`src/rtl/stim_seq_pkg.sv`:
```
// Shared types and word-field helpers for the stimulus sequencer.
// A program word is laid out as {hold, obs, stim}, with stim in the low bits.
package stim_seq_pkg;

  typedef enum logic [1:0] {
    IDLE = 2'd0,
    PLAY = 2'd1,
    DONE = 2'd2
  } state_t;

  localparam int STIM_OFS    = 0;
  localparam int OBS_W       = 1;
  localparam int FIELD_MAX_W = 32;
  localparam int WORD_MAX_W  = 2 * FIELD_MAX_W + OBS_W;

  typedef struct packed {
    logic [FIELD_MAX_W-1:0] hold;
    logic                   obs;
    logic [FIELD_MAX_W-1:0] stim;
  } word_fields_t;

  function automatic int obs_ofs(input int in_w);
    return STIM_OFS + in_w;
  endfunction

  function automatic int hold_ofs(input int in_w);
    return STIM_OFS + in_w + OBS_W;
  endfunction

  function automatic logic [FIELD_MAX_W-1:0] field_mask(input int w);
    logic [FIELD_MAX_W-1:0] m;
    m = '0;
    for (int i = 0; i < FIELD_MAX_W; i++) begin
      if (i < w) m[i] = 1'b1;
    end
    return m;
  endfunction

  // Fields come back zero-extended to FIELD_MAX_W; callers slice to their widths.
  function automatic word_fields_t unpack_word(input logic [WORD_MAX_W-1:0] word,
                                               input int in_w, input int hold_w);
    word_fields_t f;
    f.stim = FIELD_MAX_W'(word >> STIM_OFS) & field_mask(in_w);
    f.obs  = 1'(word >> obs_ofs(in_w));
    f.hold = FIELD_MAX_W'(word >> hold_ofs(in_w)) & field_mask(hold_w);
    return f;
  endfunction

endpackage

```
`src/rtl/stim_sequencer_if.sv`:
```
// Loader/control and DUT-drive bundle of the stimulus sequencer.
// master = bench/loader side, slave = sequencer.
interface stim_sequencer_if #(
  parameter int IN_W   = 5,
  parameter int HOLD_W = 4,
  parameter int DEPTH  = 64,
  parameter int LOOP_W = 8,
  parameter int ADDR_W = $clog2(DEPTH),
  parameter int WORD_W = HOLD_W + 1 + IN_W
);
  logic              wr_en;
  logic [ADDR_W-1:0] wr_addr;
  logic [WORD_W-1:0] wr_data;
  logic              wr_drop;
  logic [ADDR_W:0]   len;
  logic              run;
  logic              loop_en;
  logic              pause;
  logic              abort;
  logic [IN_W-1:0]   stim;
  logic              obs;
  logic              valid;
  logic              step;
  logic [ADDR_W-1:0] pc;
  logic [LOOP_W-1:0] loop_cnt;
  logic              busy;
  logic              done;

  modport master (
    output wr_en, wr_addr, wr_data, len, run, loop_en, pause, abort,
    input  wr_drop, stim, obs, valid, step, pc, loop_cnt, busy, done
  );

  modport slave (
    input  wr_en, wr_addr, wr_data, len, run, loop_en, pause, abort,
    output wr_drop, stim, obs, valid, step, pc, loop_cnt, busy, done
  );
endinterface

```
`src/rtl/stim_prog_mem.sv`:
```
// Program store: register array, synchronous write, asynchronous read.
module stim_prog_mem #(
  parameter int DEPTH  = 64,
  parameter int ADDR_W = $clog2(DEPTH),
  parameter int WORD_W = 10
) (
  input  logic              clock,
  input  logic              we,
  input  logic [ADDR_W-1:0] wr_addr,
  input  logic [WORD_W-1:0] wr_data,
  input  logic [ADDR_W-1:0] rd_addr,
  output logic [WORD_W-1:0] rd_data
);

  logic [WORD_W-1:0] mem [DEPTH];

  always_ff @(posedge clock) begin
    if (we) mem[wr_addr] <= wr_data;
  end

  assign rd_data = mem[rd_addr];

endmodule

```
`src/rtl/stim_sequencer.sv`:
```
// Replays a loaded program of {hold, obs, stim} words onto a DUT, one word per
// step, with per-word hold, looping, pause and abort.
module stim_sequencer
  import stim_seq_pkg::*;
#(
  parameter int IN_W   = 5,
  parameter int HOLD_W = 4,
  parameter int DEPTH  = 64,
  parameter int LOOP_W = 8,
  parameter int ADDR_W = $clog2(DEPTH),
  parameter int WORD_W = HOLD_W + 1 + IN_W
) (
  input logic             clock,
  input logic             reset,
  stim_sequencer_if.slave bus
);

  state_t state, state_n;

  logic [ADDR_W-1:0] pc_r, pc_n;
  logic [HOLD_W-1:0] hold_cnt, hold_n;
  logic [ADDR_W:0]   len_r, len_n;
  logic [LOOP_W-1:0] loop_r, loop_n;
  logic [IN_W-1:0]   stim_r, stim_n;
  logic              obs_r, obs_n;
  logic              valid_r, valid_n;
  logic              step_r, step_n;
  logic              busy_r, busy_n;
  logic              done_r, done_n;
  logic              drop_r, drop_n;

  logic              mem_we;
  logic [ADDR_W-1:0] rd_addr;
  logic [WORD_W-1:0] rd_word;
  word_fields_t      word_f;
  logic [IN_W-1:0]   word_stim;
  logic              word_obs;
  logic [HOLD_W-1:0] word_hold;
  logic              unused_fields;
  logic              at_last;
  logic [ADDR_W:0]   len_clamped;

  assign mem_we = bus.wr_en && (state != PLAY);

  stim_prog_mem #(
    .DEPTH (DEPTH),
    .ADDR_W(ADDR_W),
    .WORD_W(WORD_W)
  ) u_mem (
    .clock  (clock),
    .we     (mem_we),
    .wr_addr(bus.wr_addr),
    .wr_data(bus.wr_data),
    .rd_addr(rd_addr),
    .rd_data(rd_word)
  );

  assign at_last = ({1'b0, pc_r} == (len_r - (ADDR_W+1)'(1)));

  // The single read port serves both "start at word 0" and "advance to pc+1".
  assign rd_addr = (state == PLAY && !at_last) ? (pc_r + ADDR_W'(1)) : '0;

  assign word_f        = unpack_word(WORD_MAX_W'(rd_word), IN_W, HOLD_W);
  assign word_stim     = word_f.stim[IN_W-1:0];
  assign word_obs      = word_f.obs;
  assign word_hold     = word_f.hold[HOLD_W-1:0];
  assign unused_fields = ^word_f;

  assign len_clamped = (bus.len > (ADDR_W+1)'(DEPTH)) ? (ADDR_W+1)'(DEPTH) : bus.len;

  always_ff @(posedge clock) begin
    if (reset) state <= IDLE;
    else       state <= state_n;
  end

  always_comb begin
    state_n = state;
    pc_n    = pc_r;
    hold_n  = hold_cnt;
    len_n   = len_r;
    loop_n  = loop_r;
    stim_n  = stim_r;
    obs_n   = obs_r;
    valid_n = valid_r;
    step_n  = 1'b0;
    busy_n  = busy_r;
    done_n  = done_r;
    drop_n  = bus.wr_en && (state == PLAY);

    if (bus.abort) begin
      state_n = IDLE;
      stim_n  = '0;
      obs_n   = 1'b0;
      valid_n = 1'b0;
      busy_n  = 1'b0;
      done_n  = 1'b0;
    end else begin
      unique case (state)
        IDLE, DONE: begin
          if (bus.run && (bus.len != '0)) begin
            state_n = PLAY;
            len_n   = len_clamped;
            pc_n    = '0;
            loop_n  = '0;
            stim_n  = word_stim;
            obs_n   = word_obs;
            hold_n  = word_hold;
            valid_n = 1'b1;
            step_n  = 1'b1;
            busy_n  = 1'b1;
            done_n  = 1'b0;
          end
        end
        PLAY: begin
          if (!bus.pause) begin
            if (hold_cnt != '0) begin
              hold_n = hold_cnt - HOLD_W'(1);
            end else if (!at_last) begin
              pc_n   = pc_r + ADDR_W'(1);
              stim_n = word_stim;
              obs_n  = word_obs;
              hold_n = word_hold;
              step_n = 1'b1;
            end else if (bus.loop_en) begin
              pc_n   = '0;
              stim_n = word_stim;
              obs_n  = word_obs;
              hold_n = word_hold;
              loop_n = loop_r + LOOP_W'(1);
              step_n = 1'b1;
            end else begin
              // Finishing the last word counts as a completed pass too.
              state_n = DONE;
              stim_n  = '0;
              obs_n   = 1'b0;
              valid_n = 1'b0;
              busy_n  = 1'b0;
              done_n  = 1'b1;
              loop_n  = loop_r + LOOP_W'(1);
            end
          end
        end
        default: state_n = IDLE;
      endcase
    end
  end

  always_ff @(posedge clock) begin
    if (reset) begin
      pc_r    <= '0;
      loop_r  <= '0;
      stim_r  <= '0;
      obs_r   <= 1'b0;
      valid_r <= 1'b0;
      step_r  <= 1'b0;
      busy_r  <= 1'b0;
      done_r  <= 1'b0;
      drop_r  <= 1'b0;
    end else begin
      pc_r    <= pc_n;
      loop_r  <= loop_n;
      stim_r  <= stim_n;
      obs_r   <= obs_n;
      valid_r <= valid_n;
      step_r  <= step_n;
      busy_r  <= busy_n;
      done_r  <= done_n;
      drop_r  <= drop_n;
    end
    hold_cnt <= hold_n;
    len_r    <= len_n;
  end

  assign bus.stim     = stim_r;
  assign bus.obs      = obs_r;
  assign bus.valid    = valid_r;
  assign bus.step     = step_r;
  assign bus.pc       = pc_r;
  assign bus.loop_cnt = loop_r;
  assign bus.busy     = busy_r;
  assign bus.done     = done_r;
  assign bus.wr_drop  = drop_r;

endmodule

```
`src/flat_wrapper.sv`:
```
// flat-port wrapper written by rule: the top's interface ports become plain ports
module stim_sequencer_flat import stim_seq_pkg::*;
#(
  parameter int IN_W   = 5,
  parameter int HOLD_W = 4,
  parameter int DEPTH  = 64,
  parameter int LOOP_W = 8,
  parameter int ADDR_W = $clog2(DEPTH),
  parameter int WORD_W = HOLD_W + 1 + IN_W
)
  (clock, reset, bus_wr_en, bus_wr_addr, bus_wr_data, bus_len, bus_run, bus_loop_en, bus_pause, bus_abort, bus_wr_drop, bus_stim, bus_obs, bus_valid, bus_step, bus_pc, bus_loop_cnt, bus_busy, bus_done);
  stim_sequencer_if #(.IN_W(IN_W), .HOLD_W(HOLD_W), .DEPTH(DEPTH), .LOOP_W(LOOP_W), .ADDR_W(ADDR_W), .WORD_W(WORD_W)) bus_i ();
  input logic clock;
  input logic reset;
  input wire logic [$bits(bus_i.wr_en)-1:0] bus_wr_en;
  input wire logic [$bits(bus_i.wr_addr)-1:0] bus_wr_addr;
  input wire logic [$bits(bus_i.wr_data)-1:0] bus_wr_data;
  input wire logic [$bits(bus_i.len)-1:0] bus_len;
  input wire logic [$bits(bus_i.run)-1:0] bus_run;
  input wire logic [$bits(bus_i.loop_en)-1:0] bus_loop_en;
  input wire logic [$bits(bus_i.pause)-1:0] bus_pause;
  input wire logic [$bits(bus_i.abort)-1:0] bus_abort;
  output wire logic [$bits(bus_i.wr_drop)-1:0] bus_wr_drop;
  output wire logic [$bits(bus_i.stim)-1:0] bus_stim;
  output wire logic [$bits(bus_i.obs)-1:0] bus_obs;
  output wire logic [$bits(bus_i.valid)-1:0] bus_valid;
  output wire logic [$bits(bus_i.step)-1:0] bus_step;
  output wire logic [$bits(bus_i.pc)-1:0] bus_pc;
  output wire logic [$bits(bus_i.loop_cnt)-1:0] bus_loop_cnt;
  output wire logic [$bits(bus_i.busy)-1:0] bus_busy;
  output wire logic [$bits(bus_i.done)-1:0] bus_done;
  assign bus_i.wr_en = bus_wr_en;
  assign bus_i.wr_addr = bus_wr_addr;
  assign bus_i.wr_data = bus_wr_data;
  assign bus_i.len = bus_len;
  assign bus_i.run = bus_run;
  assign bus_i.loop_en = bus_loop_en;
  assign bus_i.pause = bus_pause;
  assign bus_i.abort = bus_abort;
  assign bus_wr_drop = bus_i.wr_drop;
  assign bus_stim = bus_i.stim;
  assign bus_obs = bus_i.obs;
  assign bus_valid = bus_i.valid;
  assign bus_step = bus_i.step;
  assign bus_pc = bus_i.pc;
  assign bus_loop_cnt = bus_i.loop_cnt;
  assign bus_busy = bus_i.busy;
  assign bus_done = bus_i.done;
  stim_sequencer #(.IN_W(IN_W), .HOLD_W(HOLD_W), .DEPTH(DEPTH), .LOOP_W(LOOP_W), .ADDR_W(ADDR_W), .WORD_W(WORD_W)) u_core (.clock(clock), .reset(reset), .bus(bus_i));
endmodule
```
`config.mk`:
```
export PLATFORM = sky130hd
export DESIGN_NAME = stim_sequencer_flat
export DESIGN_NICKNAME = d
export VERILOG_FILES = /design/src/rtl/stim_seq_pkg.sv /design/src/rtl/stim_sequencer_if.sv /design/src/rtl/stim_prog_mem.sv /design/src/rtl/stim_sequencer.sv /design/src/flat_wrapper.sv
export SDC_FILE = /design/constraint.sdc
export NUM_CORES = 1
export LEC_CHECK = 0
export ABC_AREA = 0
export CORE_AREA = 2 2 266 268
export DETAILED_ROUTE_END_ITERATION = 8
export DIE_AREA = 0 0 268 270
export GPL_ROUTABILITY_DRIVEN = 1
export HOLD_SLACK_MARGIN = 0.05
export PLACE_DENSITY = 0.59
export SLEW_MARGIN = 20
export SYNTH_ARGS = -nofsm -noshare
export SYNTH_HDL_FRONTEND = slang
export SYNTH_SLANG_ARGS = --single-unit
```
`constraint.sdc`:
```
create_clock -name clock -period 7.8 [get_ports clock]
set_input_delay 0.78 -clock clock [delete_from_list [all_inputs] [get_ports clock]]
set_output_delay 0.78 -clock clock [all_outputs]
set_load 0.05 [all_outputs]
```
==> results of run 1 <==
==> state kept, by name, summed over array words and instances (netlist names) <==
name,cells
u_core.bus.step,1
u_core.bus.valid,1
u_core.bus.obs,1
u_core.bus.done,1
u_core.bus.wr_drop,1
u_core.bus.stim,5
u_core.hold_cnt,4
u_core.bus.pc,6
u_core.state,2
u_core.bus.loop_cnt,8
u_core.u_mem.mem,640
u_core.len_r,7
==> worst max-delay path, stage by stage, from the launching register on <==
cell	delay (ns)
dfxtp_4	0.87
ha_1	0.44
xnor2_2	0.08
buf_4	0.30
nor2_1	0.31
o31ai_4	0.11
buf_4	0.38
nor2_1	0.95
o221ai_1	0.29
o211ai_1	0.19
a31oi_1	0.13
nor4_1	0.60
or3_1	0.21
==> worst max-delay path by stage <==
stage / endpoint / slack [ns] / cells after the start
after floorplan: u_core.hold_cnt[0] / 4.22 / 12
final: u_core.hold_cnt[3] / 2.80 / 12
after detailed placement: u_core.hold_cnt[1] / 2.74 / 12
after CTS: u_core.hold_cnt[1] / 2.76 / 12
after global placement: u_core.hold_cnt[2] / 2.65 / 9
after global routing: u_core.hold_cnt[3] / 2.58 / 12
==> metal layers <==
layer | GRT usage | part of all wire
met4 | 0.06660 | 0.027
met5 | 0 | 0.00021
met2 | 0.3444 | 0.45
met3 | 0.05543 | 0.11
met1 | 0.3247 | 0.42
==> power groups by stage <==
stage	clock network, W	logic, W	registers (W)
after detailed placement	0	0.000268	0.00409
final	0.00339	0.000274	0.00402
after global routing	0.00355	0.000288	0.00402
after floorplan	0	0.000116	0.00409
after CTS	0.00342	0.000269	0.00401
after global placement	0	0.000265	0.00409
==> cell type report <==
cell class / count / area (um^2)
Timing Repair Buffer: 95 / 823.3
Fill cell: 6027 / 38080
Clock buffer: 94 / 1999
Sequential cell: 677 / 20070
Inverter: 12 / 45.04
Tap cell: 940 / 1176
Multi-Input combinational cell: 1069 / 7029
Clock inverter: 34 / 312.8
Antenna cell: 1 / 2.502
==> through the flow <==
stage / setup slack [ns] / area, um^2 / util / hold WS [ns]
2_1_floorplan: 4.221 / 27630 / - / 0.6410
3_3_place_gp: 2.651 / 29070 / 0.4180 / 0.4962
3_5_place_dp: 2.740 / 29080 / 0.4181 / 0.5087
4_1_cts: 2.762 / 31390 / 0.4514 / 0.5237
5_1_grt: 2.581 / 31460 / 0.4524 / 0.5459
6_report: 2.798 / 31460 / 0.4524 / 0.5155
==> logic make-up (layout without fill, tap and decap cells) <==
family	Yosys count	count (layout)
buffers and inverters	140	235
other	0	1
xor gates and xnor gates	21	21
AOI/OAI and AO/OA	422	422
and+or+nand+nor	480	480
muxes	142	142
DFF	677	677
adders and majority gates	4	4
==> Yosys cell counts, types with 14 or more instances <==
cell / number
a211oi_1: 40
a21oi_1: 95
a221oi_1: 27
a22oi_1: 14
a31oi_1: 19
buf_1: 17
buf_2: 41
clkbuf_1: 54
dfxtp_1: 26
edfxtp_1: 651
mux2_2: 18
mux2i_1: 118
nand2_1: 181
nand3_1: 47
nor2_1: 128
nor3_1: 30
o211ai_1: 17
o21ai_0: 65
o221ai_1: 15
o22ai_1: 46
==> summary.md, run 1 <==
| Metric | Value |
|---|---|
| Worst r2r dst | u_core.hold_cnt[3] |
| Post-synthesis compound-gate area fraction | 0.1057 |
| Routed Antenna Nets | 0 |
| Initial Utilization | 0.3973 |
| Total grt overflow | 0 |
| Yosys reg bits | 677 |
| PnR Total Power | 0.007674 W |
| RR Startpoint | u_core.bus.pc[0] |
| Crit end category | flip-flop |
| Setup crit start kind | flip-flop |
| Vias in the first global route | 16972 |
| Critical path class | reg -> reg |
| Syn Inst Count | approximately 1900 |
| VDD IR-drop max | 0.0001477 V |
| Max H-tree Level | 3 |
| Post-synthesis mux area share | 0.05497 |
| Worst hold endpoint | u_core.bus.loop_cnt[7] |
| CTS Sinks | 677 |
| Die width | between 200 and 300 um |
| Num CTS Buffers | 72 |
| Global-route wire length before repair | 119.6 mm |
| Final Critical Period | 5.002 ns |
| Cts repair resizes | 0 |
| CTS tree | built |
| Top_reg_cell synth | edfxtp_1 |
| Die area | roughly 72000 um^2 |
| Power per Cell Area | between 200 and 250 nW/um^2 |
| Hold path depth | 2 |
| Num rows | 97 |
| Cell leakage power | 9.697 nW |
| Initial DRC Count | approximately 2400 |
| TritonRoute pass-1 iters | 6 |
| CTS Buffer Depth | 3 |
| Int Pwr | about 0.0060 W |
| Biggest area consumer among synthesized cells | edfxtp_1 |
| Sw Ratio | 0.2124 |
| Combinational fraction of design power | 0.036 |
| WP data arrival | 5.50 ns |
| WL final | 82.52 mm |
| Post-CTS setup buffers | 0 |
| Gr usage total | 0.2274 |
| Post-DP HPWL | 48.66 mm |
| Vias per cell | 6.002 |
| Async set-reset flop share out of synthesis | 0 |
| Syn avg cell area | approximately 15 um^2 |
| I/O Buffers | 54 |
| Relative slew slack | 0.2367 |
| WL/cell | ~28 um |
| Largest cells by area after synthesis | edfxtp_1 71%, mux2i_1 4.3%, nand2_1 2.5%, dfxtp_1 1.9%, nor2_1 1.7% |
| Residual DRC count | 0 |
| Synth Area in Adders | 0.001811 |
| HP Start | u_core.bus.loop_cnt[7] |
| Top cell type's share of synthesized area | 0.7074 |
| Psw | 0.001630 W |
| Crit-path max FO | 59 |
| Clock latency on the worst-skew pair | 0.63 ns |
| Seq/Total Area, Yosys | 0.7263 |
| Achievable Freq | around 0.20 GHz |
| Slew @ Worst Pin | 1.141 ns |
| Fin crit share | 0.6413 |
| Sequential power share | 0.523 |
| Chip height | 270 um |
| Simple-gate share of the synthesized area | 0.07987 |
| Final Hold Fails | 0 |
| Final non-filler cell total | ~2900 |
| Placed insts | 2793 |
| Max Cap Viol | 0 |
| RSZ-0062 raised after global routing | no |
| Nets | 1961 |
| Worst hold path type | reg -> reg |
| Synth cell types | 78 |
| R2R Setup Slk | 2.80 ns |
| Cts hold-fix bufs | 0 |
| Most common cell after layout, fill and taps aside | edfxtp_1 |
| Clock Tree Root | clkbuf_16 |
| Vias | 17538 |
| Worst Skew | about 0.039 ns |
| Clk pwr share | 0.441 |
| Total Neg Setup Slack | 0 ns |
| Core ar. | 69540 um^2 |
| Largest net degree at the start of global routing | 116 |
| Critical path startpoint | u_core.bus.pc[0] |
| WP data required | 8.29 ns |
| Clk slew on worst S/H paths | ~0.060 ns |
| Mapped cell area | about 28000 um^2 |
| Final Max Slew Viols | 0 |
| Status | finished clean |
| Worst reg-to-reg path cell count | 12 |
| Mapped Nets | 1920 |
| Share of cells above drive strength 1 | 0.1217 |
| Final setup fails | 0 |
| EDFF count, synth | 651 |
| Most frequent cells in the layout | 651 x edfxtp_1, 181 x nand2_1, 118 x mux2i_1 |
| Layout area overhead | 13.86% |
| Antenna violations before repair | 1 |
| I/O Pins | 55 |
| GP Congestion | 0.8787 |
| Number of synthesis warnings | 0 |
| Post-Synth XOR/XNOR Area | 0.007199 |
| Largest family of logic cells by synthesized area | compound AO/OA/AOI/OAI gates |
Note: power is estimated with default switching activity, not from simulation.
==> run 2: changes to the inputs <==
--- a/config.mk
+++ b/config.mk
@@ -11,7 +11,7 @@
 export DIE_AREA = 0 0 268 270
 export GPL_ROUTABILITY_DRIVEN = 1
 export HOLD_SLACK_MARGIN = 0.05
-export PLACE_DENSITY = 0.59
+export PLACE_DENSITY = 0.61
 export SLEW_MARGIN = 20
 export SYNTH_ARGS = -nofsm -noshare
 export SYNTH_HDL_FRONTEND = slang
==> constraint.sdc (replaced) <==
create_clock -name clock -period 4.5 [get_ports clock]
set_input_delay 0.45 -clock clock [delete_from_list [all_inputs] [get_ports clock]]
set_output_delay 0.45 -clock clock [all_outputs]
set_load 0.05 [all_outputs]
==> summary.md, run 2 (synthesis gave the netlist of run 1 again) <==
| Metric | Value |
|---|---|
| Most common cell after layout, fill and taps aside | edfxtp_1 |
| WP data arrival | 4.78 ns (-0.72 ns) |
| Num CTS Buffers | 71 (-1.4%) |
| VDD IR-drop max | 0.0002767 V (+87%) |
| TritonRoute pass-1 iters | 6 (unchanged) |
| Worst Skew | 0.03388 ns (-0.004914 ns) |
| Setup crit start kind | flip-flop |
| Psw | 0.002778 W (+70%) |
| Worst reg-to-reg path cell count | 11 (-1) |
| Clk pwr share | 0.433 (-0.008) |
| Worst hold endpoint | u_core.u_mem.mem[44][8] |
| Max H-tree Level | 3 (unchanged) |
| Reg with most FFs | u_core.u_mem.mem |
| Sequential power share | 0.529 (+0.006) |
| Num rows | 97 (unchanged) |
| Initial Utilization | 0.3973 (unchanged) |
| Total grt overflow | 0 (unchanged) |
| Max Cap Viol | 0 (unchanged) |
| GP Congestion | 0.9485 (+7.9%) |
| Largest net degree at the start of global routing | 65 (-44%) |
| Crit-path max FO | 44 (-25%) |
| Achievable Freq | 0.2265 GHz (+13%) |
| Ant diodes | 0 (-1) |
| Fin crit share | 0.9811 (+0.3398) |
| Final setup fails | 0 (unchanged) |
| PnR Total Power | 0.01315 W (+71%) |
| Int Pwr | 0.01037 W (+72%) |
| Sw Ratio | 0.2113 (-0.001130) |
| Chip height | 270 um (unchanged) |
| Vias in the first global route | 17394 (+2.5%) |
| Final Max Slew Viols | 0 (unchanged) |
| R2R Setup Slk | 0.08 ns (-2.71 ns) |
| Initial DRC Count | 2364 (-0.71%) |
| Gr usage total | 0.2314 (+0.004065) |
| WL final | 83.90 mm (+1.7%) |
| Routed Antenna Nets | 0 (unchanged) |
| HP Start | bus_wr_data[8] |
| WP data required | 4.87 ns (-3.42 ns) |
| Layout area overhead | 16.10% |
| Clock Tree Root | clkbuf_16 |
| Clock latency on the worst-skew pair | 0.63 ns (about the same) |
| Share of cells above drive strength 1 | 0.1446 (+0.02299) |
| Max reg flops | 640 (unchanged) |
| Final Hold Fails | 0 (unchanged) |
| Clk slew on worst S/H paths | 0.07 ns (about the same) |
| Worst path top cell family by delay | compound AO/OA/AOI/OAI gates |
| I/O Buffers | 54 (unchanged) |
| RSZ-0062 raised after global routing | no |
| Global-route wire length before repair | 122.1 mm (+2.0%) |
| Status | finished clean |
| Vias per cell | 6.013 (+0.19%) |
| Minimum hold slack | 0.4344 ns (-0.08110 ns) |
| Final non-filler cell total | 3014 (+3.1%) |
| Cell leakage power | 10.16 nW (+4.8%) |
| Crit-path slowest cell | a2111oi_0 |
| WP buf/inv | 2 (unchanged) |
| Critical path class | reg -> reg |
| Most frequent cells in the layout | 651 x edfxtp_1, 181 x nand2_1, 131 x buf_4 |
| CTS Sinks | 677 (unchanged) |
| Antenna violations before repair | 7 (+6) |
| CP peak stage delay | 0.92 ns (-0.03 ns) |
| Core ar. | 69540 um^2 (unchanged) |
| CTS tree | built |
| Residual DRC count | 0 (unchanged) |
| Worst path cell trace | inv_1, ha_1, or3b_4, nor3b_1, nor3_4, o31a_2, buf_12, mux4_2, a2111oi_0, or3_1, nand3_1 |
| I/O Pins | 55 (unchanged) |
| Total Neg Setup Slack | 0 ns (unchanged) |
| Relative slew slack | 0.2733 (+0.03661) |
| Final Critical Period | 4.415 ns (-0.5869 ns) |
| Post-DP HPWL | 53.09 mm (+9.1%) |
| Slew @ Worst Pin | 1.086 ns (-0.05471 ns) |
| WL/cell | 27.84 um (-1.4%) |
| Placed insts | 2888 (+3.4%) |
| Die area | 72360 um^2 (unchanged) |
| CTS Buffer Depth | 3 (unchanged) |
| Worst hold path type | in -> reg |
| Vias | 18124 (+3.3%) |
| Crit end category | flip-flop |
| Hold path depth | 1 (-1) |
| Combinational fraction of design power | 0.037 (about the same) |
| Die width | 268 um (unchanged) |
| RR Startpoint | u_core.len_r[0] |
| Nets | 2056 (+4.8%) |
| Power per Cell Area | 409.8 nW/um^2 (+68%) |
| Worst r2r dst | u_core.hold_cnt[1] |
## run 2: changes by cell type in the layout (fill, tap and decap cells not counted), moves of 3 or more
cell	change
nor2_2	-28
buf_4	+92
buf_12	+3
nor2_1	+28
clkinv_2	-8
clkbuf_16	-4
clkbuf_1	+6
## run 2: worst max path at each step
stage	start	end	slack (ns)	cells past startpoint
2_1_floorplan	u_core.bus.pc[2]	u_core.hold_cnt[0]	0.92	12
3_3_place_gp	u_core.len_r[0]	u_core.hold_cnt[1]	0.27	11
3_5_place_dp	u_core.len_r[0]	u_core.hold_cnt[1]	0.28	11
4_1_cts	u_core.len_r[0]	u_core.hold_cnt[1]	0.26	11
5_1_grt	u_core.len_r[0]	u_core.bus.stim[2]	0.04	12
6_report	u_core.len_r[0]	u_core.hold_cnt[1]	0.08	11
## run 2: per-layer routing
layer / global-route usage / share of wire
met1: 0.3294 / 0.40
met2: 0.3429 / 0.44
met5: 0 / 0.00046
met4: 0.08968 / 0.038
met3: 0.05461 / 0.11
## run 2: power by group through the flow
stage	Clock (W)	Combinational, W	Sequential [W]
5_1_grt	0.00599	0.000518	0.00696
2_1_floorplan	0	0.000201	0.00710
6_report	0.00570	0.000493	0.00696
3_5_place_dp	0	0.000484	0.00709
3_3_place_gp	0	0.000476	0.00709
4_1_cts	0.00577	0.000485	0.00696
## run 2: layout make-up
cell class | instances | area [um^2]
timing repair buffer | 191 | 1602
clock inverter | 28 | 285.3
fill | 5986 | 37460
multi-input combinational | 1069 | 6964
clock buffer | 97 | 1936
inverter | 12 | 45.04
sequential | 677 | 20070
tap | 940 | 1176
## run 2: timing repair
action,CTS,global route
buffers inserted,0,0
resized for setup,0,2
endpoints found under the hold margin,0,0
endpoints found under the setup margin,0,1
hold buffers,0,0
## run 2: through the flow
stage	util	worst slack, ns	cell area [um^2]
after floorplan	-	0.9215	27630
final	0.4613	0.08492	32080
after CTS	0.4608	0.2580	32040
after global placement	0.4288	0.2666	29820
after detailed placement	0.4288	0.2761	29820
after global routing	0.4613	0.04418	32080
